**src/rtl/md_pkg.sv**
```systemverilog
// Shared definitions for the HI/LO multiply-divide unit: opcode encodings,
// default latencies and opcode classification helpers.
package md_pkg;

  typedef enum logic [3:0] {
    MD_NONE  = 4'd0,
    MD_DIV   = 4'd1,
    MD_DIVU  = 4'd2,
    MD_MULT  = 4'd3,
    MD_MULTU = 4'd4,
    MD_MFHI  = 4'd5,
    MD_MFLO  = 4'd6,
    MD_MTHI  = 4'd7,
    MD_MTLO  = 4'd8,
    MD_MSUB  = 4'd9
  } md_op_e;

  localparam int unsigned MUL_LAT_DEF = 5;
  localparam int unsigned DIV_LAT_DEF = 10;

  // Opcodes that occupy the MDU for a multi-cycle operation.
  function automatic logic is_start_op(logic [3:0] op);
    case (op)
      MD_DIV, MD_DIVU, MD_MULT, MD_MULTU, MD_MSUB: return 1'b1;
      default:                                     return 1'b0;
    endcase
  endfunction

  // Divide-class start ops use the longer latency.
  function automatic logic is_div_op(logic [3:0] op);
    return (op == MD_DIV) || (op == MD_DIVU);
  endfunction

  // Unassigned codes 10..15 collapse to none.
  function automatic logic [3:0] md_sanitize(logic [3:0] op);
    return (op > MD_MSUB) ? MD_NONE : op;
  endfunction

endpackage

```
**src/rtl/md_busy_shadow.sv**
```systemverilog
// Shadow of the MDU busy countdown: loads the operation latency when a start
// op in E finds the unit idle, then counts down to zero.
module md_busy_shadow
  import md_pkg::*;
#(
  parameter int unsigned MUL_LAT = MUL_LAT_DEF,
  parameter int unsigned DIV_LAT = DIV_LAT_DEF
) (
  input  logic       clk,
  input  logic       reset,
  input  logic [3:0] md_type_e,
  output logic       start_now,
  output logic [3:0] busy_remain
);

  // A start op only launches when the countdown is idle.
  always_comb begin
    start_now = is_start_op(md_type_e) && (busy_remain == '0);
  end

  // Load on launch, otherwise count down and rest at zero.
  always_ff @(posedge clk) begin
    if (reset) begin
      busy_remain <= '0;
    end else if (start_now) begin
      busy_remain <= is_div_op(md_type_e) ? 4'(DIV_LAT) : 4'(MUL_LAT);
    end else if (busy_remain != '0) begin
      busy_remain <= busy_remain - 4'd1;
    end
  end

endmodule

```
**src/rtl/md_issue_ctrl.sv**
```systemverilog
// Decode-side MD issue control: D-stage stall for MD-class instructions while
// the MDU is occupied, D->E opcode register, stall counter and busy checker.
// Build option: MDU_EARLY_RELEASE_EN releases a waiting MD instruction on the
// MDU's final busy cycle instead of once it is fully idle.
module md_issue_ctrl
  import md_pkg::*;
#(
  parameter int unsigned MUL_LAT = MUL_LAT_DEF,
  parameter int unsigned DIV_LAT = DIV_LAT_DEF
) (
  input  logic        clk,
  input  logic        reset,
  input  logic [3:0]  md_type_d,
  input  logic        ext_stall,
  input  logic        mdu_start,
  input  logic        mdu_busy,
  output logic [3:0]  md_type_e,
  output logic        stall_d,
  output logic        md_stall,
  output logic [3:0]  busy_remain,
  output logic [31:0] stall_cycles,
  output logic        sync_err
);

`ifdef MDU_EARLY_RELEASE_EN
  // HI/LO are written at the edge ending the last busy cycle, so a reader
  // can leave D during that cycle.
  localparam logic [3:0] STALL_THR = 4'd2;
`else
  localparam logic [3:0] STALL_THR = 4'd1;
`endif

  logic       start_now;
  logic [3:0] md_d_s;

  md_busy_shadow #(
    .MUL_LAT (MUL_LAT),
    .DIV_LAT (DIV_LAT)
  ) u_shadow (
    .clk         (clk),
    .reset       (reset),
    .md_type_e   (md_type_e),
    .start_now   (start_now),
    .busy_remain (busy_remain)
  );

  // Stall any MD-class instruction in D while the MDU is launching or busy.
  always_comb begin
    md_d_s   = md_sanitize(md_type_d);
    md_stall = (md_d_s != MD_NONE) && (start_now || (busy_remain >= STALL_THR));
    stall_d  = md_stall | ext_stall;
  end

  // E register with bubble insertion, saturating stall counter, sticky checker.
  always_ff @(posedge clk) begin
    if (reset) begin
      md_type_e    <= '0;
      stall_cycles <= '0;
      sync_err     <= 1'b0;
    end else begin
      md_type_e <= stall_d ? '0 : md_d_s;
      if (md_stall && (stall_cycles != '1)) begin
        stall_cycles <= stall_cycles + 32'd1;
      end
      if ((mdu_busy != (busy_remain != '0)) || (mdu_start != start_now)) begin
        sync_err <= 1'b1;
      end
    end
  end

endmodule

```
**config.mk**
```make
export PLATFORM = sky130hd
export DESIGN_NAME = md_issue_ctrl
export DESIGN_NICKNAME = d
export VERILOG_FILES = /design/src/rtl/md_pkg.sv /design/src/rtl/md_busy_shadow.sv /design/src/rtl/md_issue_ctrl.sv
export SDC_FILE = /design/constraint.sdc
export NUM_CORES = 1
export LEC_CHECK = 0
export CAP_MARGIN = 5
export CORE_AREA = 2 2 74 76
export CTS_CLUSTER_DIAMETER = 100
export DETAILED_ROUTE_END_ITERATION = 12
export DIE_AREA = 0 0 76 78
export PLACE_DENSITY = 0.78
export SLEW_MARGIN = 20
export SYNTH_ARGS = -nofsm -noshare
export SYNTH_HDL_FRONTEND = slang
export SYNTH_HIERARCHICAL = 1
export SYNTH_SLANG_ARGS = --single-unit
```
**constraint.sdc**
```tcl
create_clock -name clk -period 2.3 [get_ports clk]
set_input_delay 0.46 -clock clk [delete_from_list [all_inputs] [get_ports clk]]
set_output_delay 0.46 -clock clk [all_outputs]
set_load 0.03 [all_outputs]
```
==> metrics.yaml <==
die_h_um: 78
synthArstFlopShare_pct: 0
postRouteAntennaNets: 0
cts.htree.levels: 2
num_rows: 26
wl_per_cell_um: 14.0
drive_gt1_share_pct: 24.2
final_nets: 358
clkTransAtPathRegs_ns: 0.08
clock_path_buffers: 2
antenna_found_initial: 0
dpl_cell_area_mm2: 0.00314
r2r-start: "u_shadow/busy_remain[0]"
portBuffers: 51
crit_chain: "inv_4, ha_4, or3b_4, nor2_4, o211ai_4, inv_4, buf_6, nand3_4, or4_4, mux2_4"
worstSetupEndpointType: "flop"
multi_input_area_mm2: 0.00147
grt_max_degree: 49
drv_cap: 0
synth_cell_type_count: 50
seqCellArea_um2: 828
rsz0062_at_grt: "true"
via_count: 2310
syn2layout_area_growth_pct: 48.0
clock_sinks: 41
syn_area_mm2: 0.00226
grt_pass1_vias: 2105
ios: 52
viasPerCell: 5.54
core_mm2: 0.00504
cts_tree: "built"
slew_headroom_pct: 65.9
setup_violations: 9
grt_pass1_wl_um: 9560
hold_buffers: 0
synth_ff_type: "dfxtp_1"
vdd_drop_max_v: 0.000348
syn-mean-instance-area_um2: 8.73
drc_errors: 0
fin_skew_ns: 0.00834
hold_violations: 0
die_w_um: 76
ys_seq_area_share_pct: 36.3
syn-instance-count: 259
setup_slack_ns: -0.0875
cts_made_buffers: 5
wl_um: 5850
grt.total_usage_pct: 19.7
status: "complete, but fails checks"
tightest_slew_ns: 0.507
power_density_mw_per_mm2: 694
fin_crit_sh_pct: 104
numPlacedInstances: 403
cp.arrival_ns: 2.57
drt_iter0_drc: 157
critPathRequiredTime_ns: 2.48
leakagePower_nw: 1.20
crit_fanout: 4
design_area_mm2: 0.00335
slew_violations: 0
synth_edf_count: 0
cts_root_buf: "clkbuf_8"
crit_type: "flop to flop"
min_period_ns: 2.39
first_pass_iters: 4
fillers: 402
startpoint: "u_shadow/busy_remain[0]"
diodes: 0
yosys_warnings: 6
gp_congestion: 0.864
hp-start: "stall_cycles[30]"
violations: "negative setup slack"
cpMaxStageDelayCell: "or4_4"
grt_overflow: 0
ys_ff_latch: 41
finalNonFillerCells: 417
start_util_pct: 44.9
clock.fmax_ghz: 0.419
dieArea_mm2: 0.00593
crit_top_cell: "inv_4"
hold_class: "flop to flop"
critPathMaxStageDelay_ns: 0.49
syn_nets: 271
clk_latency_ns: 0.30
place_hpwl_um: 4160
worstSetupStartpointType: "flop"
per-layer routing:
layer / routed length, um / up-vias / part of all wire, % / global-route usage, %
met3: 203 / 7 / 3.5 / 3.72
met2: 2950 / 55 / 50 / 35.7
met5: 0 / - / 0 / 0
met4: 68 / 0 / 1.2 / 5.82
met1: 2630 / 1109 / 45 / 23.7
li1: - / 1139 / - / -
area by class of cell:
cell class                 count  share of cell area (%)
clock buffer                   8                    2.69
tap                           70                    2.62
multi-input combinational    201                    43.9
inverter                       8                    1.12
timing repair buffer          89                    24.9
sequential                    41                    24.7
per-stage QoR:
step                      hold WS, ns  setup slack (ns)  utilization [%]  TNS [ns]  power [mW]
after global routing            0.537            -0.145             66.4     -1.32        2.43
after global placement          0.479            -0.488             62.2     -4.52        1.73
after CTS                       0.501           -0.0721             65.8    -0.288        2.30
after floorplan                 0.533            -0.167                -    -0.315        1.36
after detailed placement        0.488            -0.508             62.2     -5.37        1.75
final                           0.493           -0.0875             66.4    -0.350        2.32
power by group:
part | internal, mW | total [mW] | switching (mW)
Combinational | 0.512 | 1.02 | 0.507
Sequential | 0.770 | 0.813 | 0.0427
Clock | 0.245 | 0.491 | 0.246
final timing paths:
kind,end,slack (ns),depth (start not counted)
hold reg to reg,stall_cycles[30],0.49,2
setup / recovery,stall_cycles[31],-0.09,10
setup reg to reg,stall_cycles[31],-0.09,10
hold / removal,stall_cycles[30],0.49,2
critical path, delay by kind of cell (launching register included):
family / cells / cell delay (ns)
buf+inv: 3 / 0.26
mux: 1 / 0.30
fa+ha+maj: 1 / 0.12
simple gates: 4 / 1.11
compound gates: 1 / 0.11
flops: 1 / 0.36
cell families (layout without fill, tap and decap cells):
group / count (synthesis) / after routing / synth area share, %
adder cells (fa/ha/maj): 3 / 3 / 1.66
AO/OA/AOI/OAI: 59 / 59 / 16.8
buffers and inverters: 17 / 105 / 3.76
AND/OR/NAND/NOR: 123 / 123 / 34.3
flip-flops: 41 / 41 / 36.3
multiplexers: 7 / 7 / 3.65
XOR/XNOR: 9 / 9 / 3.48
state kept, by name, summed over array words and instances (netlist names):
register              flops
sync_err                  1
md_type_e                 4
stall_cycles             32
u_shadow/busy_remain      4
what timing repair did:
item | in CTS | in global routing
gates resized for setup | 27 | 4
endpoints found under the hold margin | 0 | 0
setup endpoints to repair | 16 | 23
setup buffers | 4 | 2
pin swaps | 5 | 5
cell usage after synthesis, types with 2 or more instances:
| cell | count | share of area (%) |
|---|---|---|
| or3_1 | 10 | 2.8 |
| nand4_4 | 2 | 1.9 |
| a211oi_1 | 3 | 1.0 |
| or4_1 | 12 | 4.0 |
| o21ai_0 | 12 | 2.7 |
| and4_1 | 3 | 1.2 |
| nand3_1 | 9 | 2.0 |
| o31ai_1 | 12 | 4.0 |
| xnor2_1 | 5 | 1.9 |
| and3_1 | 5 | 1.4 |
| clkbuf_1 | 4 | 0.66 |
| a31oi_1 | 2 | 0.55 |
| and2_1 | 2 | 0.55 |
| nor2_1 | 23 | 3.8 |
| nor4_1 | 4 | 1.1 |
| nand2b_1 | 2 | 0.55 |
| or2_2 | 2 | 0.55 |
| inv_1 | 7 | 1.2 |
| dfxtp_1 | 41 | 36 |
| a21oi_1 | 22 | 4.9 |
| nand4_1 | 7 | 1.9 |
| nor2b_1 | 8 | 2.2 |
| buf_2 | 3 | 0.66 |
| nand3_2 | 2 | 0.88 |
| buf_6 | 2 | 1.0 |
| mux2_1 | 5 | 2.5 |
| or4_4 | 2 | 1.0 |
| nor4_4 | 2 | 1.9 |
| ha_1 | 3 | 1.7 |
| nand2_1 | 16 | 2.7 |
| xor2_1 | 4 | 1.5 |
| nor3_1 | 5 | 1.1 |
cell usage in the layout (no fill, tap or decap), types with 9 or more instances in the layout:
master           netlist  routed
clkdlybuf4s50_1        0      49
o21ai_0               12      12
buf_4                  0      33
nand2_1               16      16
or3_1                 10      10
a21oi_1               22      20
nor2_1                23      22
nand3_1                9       9
o31ai_1               12      12
dfxtp_1               41      39
No activity file was read; power rests on OpenSTA's default activity.
